`src/rtl/perf_pkg.sv`:
```
// Shared types and constants for the performance window collector.
package perf_pkg;

  localparam int PERF_CYCLE_WIDTH  = 64;
  localparam int PERF_ID_MAX_WIDTH = 8;
  localparam int PERF_CNT_MAX_WIDTH = 64;

  // Drain state: IDLE waits for a window end, DRAIN streams one record per event.
  typedef enum logic {
    IDLE  = 1'b0,
    DRAIN = 1'b1
  } perf_state_t;

  // One streamed record, laid out at maximum field widths for sinks that
  // pack records into a fixed-format log entry.
  typedef struct packed {
    logic [PERF_ID_MAX_WIDTH-1:0]  id;
    logic [PERF_CNT_MAX_WIDTH-1:0] count;
    logic [PERF_CYCLE_WIDTH-1:0]   cycle;
    logic                          last;
  } perf_record_t;

endpackage

```
`src/rtl/perf_sat_counter.sv`:
```
// Saturating event counter. snap_o is the count including this cycle's
// increment, so a clear in the same cycle does not lose the event: the caller
// captures snap_o while the counter itself reloads zero.
module perf_sat_counter
  import perf_pkg::*;
#(
  parameter int CNT_WIDTH = 32
) (
  input  logic                 clk,
  input  logic                 rst,
  input  logic                 inc_i,
  input  logic                 clr_i,
  output logic [CNT_WIDTH-1:0] snap_o
);

  logic [CNT_WIDTH-1:0] cnt_q;
  logic [CNT_WIDTH-1:0] cnt_d;
  logic [CNT_WIDTH-1:0] snap_s;
  logic                 sat_s;

  assign sat_s  = &cnt_q;
  assign snap_o = snap_s;

  // Saturated increment, then clear takes priority for the stored value.
  always_comb begin
    snap_s = cnt_q;
    cnt_d  = cnt_q;
    if (inc_i && !sat_s) begin
      snap_s = cnt_q + CNT_WIDTH'(1);
    end else begin
      snap_s = cnt_q;
    end
    if (clr_i) begin
      cnt_d = {CNT_WIDTH{1'b0}};
    end else begin
      cnt_d = snap_s;
    end
  end

  // Counter register.
  always_ff @(posedge clk) begin
    if (rst) begin
      cnt_q <= {CNT_WIDTH{1'b0}};
    end else begin
      cnt_q <= cnt_d;
    end
  end

endmodule

```
`src/rtl/perf_window_collector.sv`:
```
// Counts event strobes over a window of enabled cycles, snapshots all counts
// at the window end and streams them as one record per event over valid/ready.
module perf_window_collector
  import perf_pkg::*;
#(
  parameter int EVENT_NUM    = 8,
  parameter int CNT_WIDTH    = 32,
  parameter int WINDOW_WIDTH = 20,
  parameter int ID_WIDTH     = $clog2(EVENT_NUM)
) (
  input  logic                        clk,
  input  logic                        rst,
  input  logic                        cfg_en,
  input  logic [WINDOW_WIDTH-1:0]     cfg_window,
  input  logic [EVENT_NUM-1:0]        event_i,
  output logic                        out_valid,
  input  logic                        out_ready,
  output logic [ID_WIDTH-1:0]         out_id,
  output logic [CNT_WIDTH-1:0]        out_count,
  output logic [PERF_CYCLE_WIDTH-1:0] out_cycle,
  output logic                        out_last,
  output logic                        busy,
  output logic                        overflow
);

  localparam logic [ID_WIDTH-1:0] LAST_ID = ID_WIDTH'(EVENT_NUM - 1);

  perf_state_t                 state_q, state_d;
  logic [PERF_CYCLE_WIDTH-1:0] cycle_q, cycle_d;
  logic [WINDOW_WIDTH-1:0]     win_cnt_q, win_cnt_d;
  logic [CNT_WIDTH-1:0]        snap_q [EVENT_NUM];
  logic                        overflow_q, overflow_d;
  logic                        out_valid_q, out_valid_d;
  logic [ID_WIDTH-1:0]         out_id_q, out_id_d;
  logic [CNT_WIDTH-1:0]        out_count_q, out_count_d;
  logic [PERF_CYCLE_WIDTH-1:0] out_cycle_q, out_cycle_d;
  logic                        out_last_q, out_last_d;

  logic [CNT_WIDTH-1:0]        live_snap_s [EVENT_NUM];
  logic [EVENT_NUM-1:0]        inc_s;
  logic                        win_end_s;
  logic                        handshake_s;
  logic                        final_s;
  logic                        accept_s;
  logic [ID_WIDTH-1:0]         next_id_s;

  assign inc_s       = event_i & {EVENT_NUM{cfg_en}};
  assign win_end_s   = cfg_en && (cfg_window != {WINDOW_WIDTH{1'b0}}) &&
                       (win_cnt_q == (cfg_window - WINDOW_WIDTH'(1)));
  assign handshake_s = out_valid_q && out_ready;
  assign final_s     = handshake_s && out_last_q;
  // A snapshot is taken only when nothing is pending or the last record leaves now.
  assign accept_s    = win_end_s && ((state_q == IDLE) || final_s);
  assign next_id_s   = out_id_q + ID_WIDTH'(1);

  for (genvar g = 0; g < EVENT_NUM; g++) begin : g_cnt
    perf_sat_counter #(
      .CNT_WIDTH (CNT_WIDTH)
    ) u_cnt (
      .clk    (clk),
      .rst    (rst),
      .inc_i  (inc_s[g]),
      .clr_i  (win_end_s),
      .snap_o (live_snap_s[g])
    );
  end

  // Next-state for cycle stamp, window counter, drain FSM and record outputs.
  always_comb begin
    state_d     = state_q;
    cycle_d     = cycle_q + PERF_CYCLE_WIDTH'(1);
    overflow_d  = overflow_q | (win_end_s && !accept_s);
    out_valid_d = out_valid_q;
    out_id_d    = out_id_q;
    out_count_d = out_count_q;
    out_cycle_d = out_cycle_q;
    out_last_d  = out_last_q;

    if (win_end_s) begin
      win_cnt_d = {WINDOW_WIDTH{1'b0}};
    end else if (cfg_en) begin
      win_cnt_d = win_cnt_q + WINDOW_WIDTH'(1);
    end else begin
      win_cnt_d = win_cnt_q;
    end

    case (state_q)
      IDLE: begin
        if (accept_s) begin
          state_d = DRAIN;
        end else begin
          state_d = IDLE;
        end
      end
      DRAIN: begin
        if (accept_s) begin
          state_d = DRAIN;
        end else if (final_s) begin
          state_d = IDLE;
        end else begin
          state_d = DRAIN;
        end
      end
      default: begin
        state_d = IDLE;
      end
    endcase

    // Record 0 comes straight from the live snapshot path; later ones from snap_q.
    if (accept_s) begin
      out_valid_d = 1'b1;
      out_id_d    = {ID_WIDTH{1'b0}};
      out_count_d = live_snap_s[0];
      out_cycle_d = cycle_q;
      out_last_d  = 1'b0;
    end else if (final_s) begin
      out_valid_d = 1'b0;
    end else if (handshake_s) begin
      out_id_d    = next_id_s;
      out_count_d = snap_q[next_id_s];
      out_last_d  = (next_id_s == LAST_ID);
    end else begin
      out_valid_d = out_valid_q;
    end
  end

  // State, snapshot and output registers.
  always_ff @(posedge clk) begin
    if (rst) begin
      state_q     <= IDLE;
      cycle_q     <= {PERF_CYCLE_WIDTH{1'b0}};
      win_cnt_q   <= {WINDOW_WIDTH{1'b0}};
      overflow_q  <= 1'b0;
      out_valid_q <= 1'b0;
      out_id_q    <= {ID_WIDTH{1'b0}};
      out_count_q <= {CNT_WIDTH{1'b0}};
      out_cycle_q <= {PERF_CYCLE_WIDTH{1'b0}};
      out_last_q  <= 1'b0;
      for (int i = 0; i < EVENT_NUM; i++) begin
        snap_q[i] <= {CNT_WIDTH{1'b0}};
      end
    end else begin
      state_q     <= state_d;
      cycle_q     <= cycle_d;
      win_cnt_q   <= win_cnt_d;
      overflow_q  <= overflow_d;
      out_valid_q <= out_valid_d;
      out_id_q    <= out_id_d;
      out_count_q <= out_count_d;
      out_cycle_q <= out_cycle_d;
      out_last_q  <= out_last_d;
      for (int i = 0; i < EVENT_NUM; i++) begin
        if (accept_s) begin
          snap_q[i] <= live_snap_s[i];
        end else begin
          snap_q[i] <= snap_q[i];
        end
      end
    end
  end

  assign out_valid = out_valid_q;
  assign out_id    = out_id_q;
  assign out_count = out_count_q;
  assign out_cycle = out_cycle_q;
  assign out_last  = out_last_q;
  assign busy      = (state_q == DRAIN);
  assign overflow  = overflow_q;

endmodule
```
`config.mk`:
```
export PLATFORM = sky130hd
export DESIGN_NAME = perf_window_collector
export DESIGN_NICKNAME = d
export VERILOG_FILES = /design/src/rtl/perf_pkg.sv /design/src/rtl/perf_sat_counter.sv /design/src/rtl/perf_window_collector.sv
export SDC_FILE = /design/constraint.sdc
export NUM_CORES = 1
export LEC_CHECK = 0
export BUFFER_PORTS_ARGS = -buffer_cell sky130_fd_sc_hd__buf_2
export CAP_MARGIN = 40
export CORE_ASPECT_RATIO = 0.7
export CORE_MARGIN = 2
export CORE_UTILIZATION = 50
export DETAILED_ROUTE_END_ITERATION = 10
export HOLD_SLACK_MARGIN = 0.15
export PLACE_DENSITY = 0.72
export RECOVER_POWER = 100
export SLEW_MARGIN = 10
export SYNTH_ARGS = -nofsm -noshare
export SYNTH_HDL_FRONTEND = slang
export SYNTH_SLANG_ARGS = --single-unit
```
`constraint.sdc`:
```
create_clock -name clk -period 25.3 [get_ports clk]
set_input_delay 3.795 -clock clk [delete_from_list [all_inputs] [get_ports clk]]
set_output_delay 3.795 -clock clk [all_outputs]
set_load 0.01 [all_outputs]
```
# Word level (Yosys, flattened, before mapping)

Memories as Yosys holds them, arrays and structs flattened.
Cells that the tools add are included.

Register bits: 443
Latch bits: 0
RAM bits: 256
Memory bits (read-only): 0
Input bits: 32
Word-level logic and storage cells: 134
Memories: 1

$add $sub $neg: 12
$mul: 0
Divide/modulo/power cells: 0
Magnitude comparators: 0
Equal/unequal tests: 4
Shift-type cells: 0
Muxes and demuxes: 40
Bitwise operators: 20
Reductions and logical operators: 40

Memory list:

| memory | words | bits a word | rd ports | clocked after memory_dff | wr ports | line                        | source |
|---|---|---|---|---|---|---|---|
| snap_q | 8     | 32          | 1        | 0                        | 8        | perf_window_collector.sv:31 | `logic [CNT_WIDTH-1:0] snap_q [EVENT_NUM];` |

Operators by type and width:

| kind                    | count |
|---|---|
| $mux W32                | 27 |
| $add A32 B1 Y32 const B | 8 |
| $reduce_and A32 Y1      | 8 |
| $add A64 B1 Y64 const B | 1 |
| $add A20 B1 Y20 const B | 1 |
| $eq A20 B20 Y1          | 1 |
| $reduce_bool A20 Y1     | 1 |
| $sub A20 B1 Y20 const B | 1 |
| $or A1 B1 Y1            | 17 |
| $logic_and A1 B1 Y1     | 14 |
| $mux W1                 | 12 |
| $logic_not A1 Y1        | 9 |
| $and A8 B8 Y8           | 1 |
| $reduce_and A2 Y1       | 3 |
| $reduce_bool A2 Y1      | 2 |
| $reduce_or A2 Y1        | 2 |
| $add A3 B1 Y3 const B   | 1 |
| $eq A3 B3 Y1 const B    | 1 |
| $ne A2 B1 Y1 const B    | 1 |
| $not A1 Y1              | 2 |
| $pmux W1 S2             | 1 |
| $logic_or A1 B1 Y1      | 1 |
| $ne A0 B0 Y1            | 1 |

# Logic depth before layout (Yosys ltp)

Depth in word-level cells: 9
Mapped depth: 12
Gate-level depth less buffers: 9

# By module

From an unflattened synthesis, not the netlist that was laid out.

Cell total of the unflattened synthesis: 3515
Area, all modules: 35002.3 µm²

Modules (own cells, without submodules):

| module                | instances | cells each | area each (µm²) |
|---|---|---|---|
| perf_window_collector | 1         | 1763       | 20108.0 |
| perf_sat_counter      | 8         | 219        | 1861.8 |

# Worst setup path before layout

No wires, ideal clock.

Path type: input port to flip-flop
Start: input cfg_window[0]
End: memory snap_q[0][0] (enable)
Arrival: 10306 ps
Setup slack: 13045 ps
Stages on the path: 11
Cell sequence: inv_1 > ha_1 > or4b_1 > or4_4 > nor4b_4 > xnor2_1 > a211oi_1 > nand4_1 > clkbuf_1 > buf_1 > nand2_1

RTL lines:

| item        | line                        | source |
|---|---|---|
| from (decl) | perf_window_collector.sv:14 | `input logic [WINDOW_WIDTH-1:0] cfg_window,` |
| to (decl)   | perf_window_collector.sv:31 |  |

==> summary.md <==
| Metric | Value |
|---|---|
| Status | `complete, but fails checks` |
| Failing checks | `capacitance limit, slew limit` |
| Hold Path Class | `reg -> reg` |
| Setup TNS | `0 ns` |
| CTS tree | `built` |
| CTS Buf Count | `66` |
| Die Wd | `306 microns` |
| Worst reg-to-reg path cell count | `10` |
| Final Skew | `0.0182 ns` |
| Nets | `3248` |
| Total Wirelength | `82400 microns` |
| CTS sink count | `699` |
| Hold Path Depth | `2` |
| Finish-stage setup viols | `0` |
| GPL Wtd Cong | `0.927` |
| H-tree depth | `3` |
| Async SR Flop Fraction | `0%` |
| FMAX | `64.1 MHz` |
| Critical path type | `in -> reg` |
| Gr usage total | `24.5%` |
| Leak | `11.0 nW` |
| Core box area | `63200 sq um` |
| Clk pin slew, worst setup/hold paths | `0.06 ns` |
| Row count | `77` |
| Die span in y | `216 microns` |
| Power per cell area | `65.4 nW/um^2` |
| Post-cts sizing count | `0` |
| Vias in the first global route | `22.1k` |
| Die Area | `66000 sq um` |
| PortBufs | `134` |
| Maximum vdd ir drop | `0.0000536 V` |
| FF+latch count, synth | `699` |
| Number of synthesized flops with an enable pin | `256` |
| # fillers | `5540` |
| Post-synth top flop | `dfxtp_1` |
| Post-placement cell count | `3964` |
| Netlist cell types | `66` |
| Commonest non-fill, non-tap cell in the layout | `nor3_1` |
| Via count | `24.1k` |
| Critical Path Sink Type | `register` |
| Most frequent cells in the layout | `nor3_1, dfxtp_1, nor2_1` |
| DR pass1 iterations | `5` |
| Fin crit share | `61.6%` |
| Register area share after synthesis | `51.8%` |
| Largest net degree at the start of global routing | `225` |
| Synthesized Nets | `3224` |
| CTS Root Cell | `clkbuf_16` |
| Detail Route Antenna Nets | `0` |
| Avg Cell Area, Syn | `10.1 sq um` |
| Syn Std Cell Area | `32000 sq um` |
| Number of vias per cell | `5.90` |
| Max-slew headroom | `-508%` |
| WP data arrival | `15.77 ns` |
| DRC errors left | `0` |
| Global-route wire length before repair | `128000 microns` |
| I/O Pins | `135` |
| Tmin final | `15.59 ns` |
| Post-route cell area | `35200 sq um` |
| Final-report hold violation count | `0` |
| HPWL Detailed | `56000 microns` |
| Worst-path maximum fanout | `91` |
| Initial Utilization | `50.6%` |
| WP data required | `25.48 ns` |
| Clock Tree Buf Depth | `3` |
| Antenna violations before repair | `3` |
| Share of layout cells above drive strength 1 | `7.49%` |
| Slew @ Worst Pin | `9.11 ns` |
| Average wire per standard cell | `20.2 microns` |
| Cell Area, Placed | `33300 sq um` |
| Final Max Slew Viols | `1571` |
| 1st-iter DRT viols | `2640` |
| P&R area growth vs syn | `9.96%` |
| Ys Warns | `0` |
| Max-cap violations | `24` |
| Synth Instances | `3179` |
| Inserted Diodes | `0` |
| Post-CTS setup buffer count | `0` |
| Util after Layout | `55.6%` |
| RSZ-0062 raised after global routing | `no` |
| Post-Layout Cell Count | `4085` |
| Critical path launch point type | `primary input` |
| Worst-skew pair later-pin latency | `0.60 ns` |
| CTS Hold Bufs | `0` |
| Gr ovfl total | `0` |
-- where the power goes --
part           total (mW)  internal (mW)  switching, mW
Sequential           1.20           1.19         0.0110
Combinational      0.0659         0.0164         0.0495
Clock                1.04          0.596          0.441
-- final cells by class --
| class | count | area, sq um | share of cell area, % |
|---|---|---|---|
| clock buffers | 97 | 1930 | 5.49 |
| clock inverters | 24 | 312 | 0.886 |
| inverters | 41 | 155 | 0.441 |
| multi-input cells | 2223 | 14400 | 41.0 |
| flip-flops and latches | 699 | 16600 | 47.1 |
| well taps | 829 | 1040 | 2.95 |
| repair buffers | 172 | 774 | 2.20 |
-- cell usage after synthesis, drive strengths merged, types with 5 or more instances --
master,instances,area share (%)
nand3b,5,0.12
nand4,97,1.9
buf,33,0.50
mux4,64,4.5
a2111oi,6,0.16
nand3,128,2.0
or3,14,0.27
o21ai,16,0.25
nor2,302,3.5
xnor2,194,5.3
nor4b,7,0.24
or2,8,0.16
clkbuf,183,2.2
mux2i,112,3.5
nor3,536,8.4
dfxtp,443,28
o211ai,6,0.14
inv,40,0.47
and4,36,0.99
ha,13,0.51
nand2,268,3.1
a211oi,8,0.19
and3,57,1.1
or4,9,0.25
nor4,32,0.65
a31oi,5,0.098
xor2,144,3.9
nor3b,10,0.23
mux2,29,1.1
edfxtp,256,24
and2,27,0.53
a21oi,49,0.77
-- critical path, stage by stage --
cell,delay (ns)
clkbuf_1,2.86
clkinvlp_2,3.32
nand2_1,2.57
clkbuf_1,1.35
clkbuf_1,1.73
-- per-stage QoR --
stage	worst slack, ns	total power [mW]	hold slack [ns]
global route	8.61	2.36	0.474
floorplan	13.04	1.26	0.426
CTS	17.29	2.31	0.455
detailed placement	16.68	1.29	0.443
global placement	16.33	1.29	0.438
finish	9.71	2.30	0.454
-- metal layers --
metal	up-vias	global-route usage, %	wire [microns]
met1	11600	37.7	38400
li1	11400	-	-
met4	0	6.42	1790
met5	-	0	0
met2	913	33.8	33800
met3	120	6.55	8400
-- registers in the layout (all words and copies together), names as in the netlist --
| register | cells |
|---|---|
| g_cnt.u_cnt.cnt_q | 256 |
| out_count | 32 |
| out_valid | 1 |
| snap_q | 256 |
| busy | 1 |
| overflow | 1 |
| win_cnt_q | 20 |
| out_id | 3 |
| cycle_q | 64 |
| out_last | 1 |
| out_cycle | 64 |
-- final timing paths --
| check | slack, ns | endpoint | start |
|---|---|---|---|
| setup / recovery | 9.71 | snap_q[5][1]$_SDFFCE_PN0P_ | rst |
| hold / removal | 0.45 | out_cycle[8]$_SDFFE_PP0P_ | out_cycle[8]$_SDFFE_PP0P_ |
| setup reg to reg | 15.31 | g_cnt[5].u_cnt.cnt_q[18]$_SDFF_PP0_ | win_cnt_q[5]$_SDFFE_PP0P_ |
| hold reg to reg | 0.45 | out_cycle[8]$_SDFFE_PP0P_ | out_cycle[8]$_SDFFE_PP0P_ |
-- kinds of logic (layout without fill, tap and decap cells) --
kind of cell | Yosys count | after routing | share of synthesized area [%]
AOI/OAI and AO/OA | 113 | 113 | 2.22
xor gates and xnor gates | 338 | 338 | 9.26
adders and majority gates | 13 | 13 | 0.509
buffers and inverters | 257 | 334 | 3.14
DFF | 699 | 699 | 51.8
muxes | 205 | 205 | 9.12
and+or+nand+nor | 1554 | 1554 | 24.0
Power figures use the tool's default switching activity.
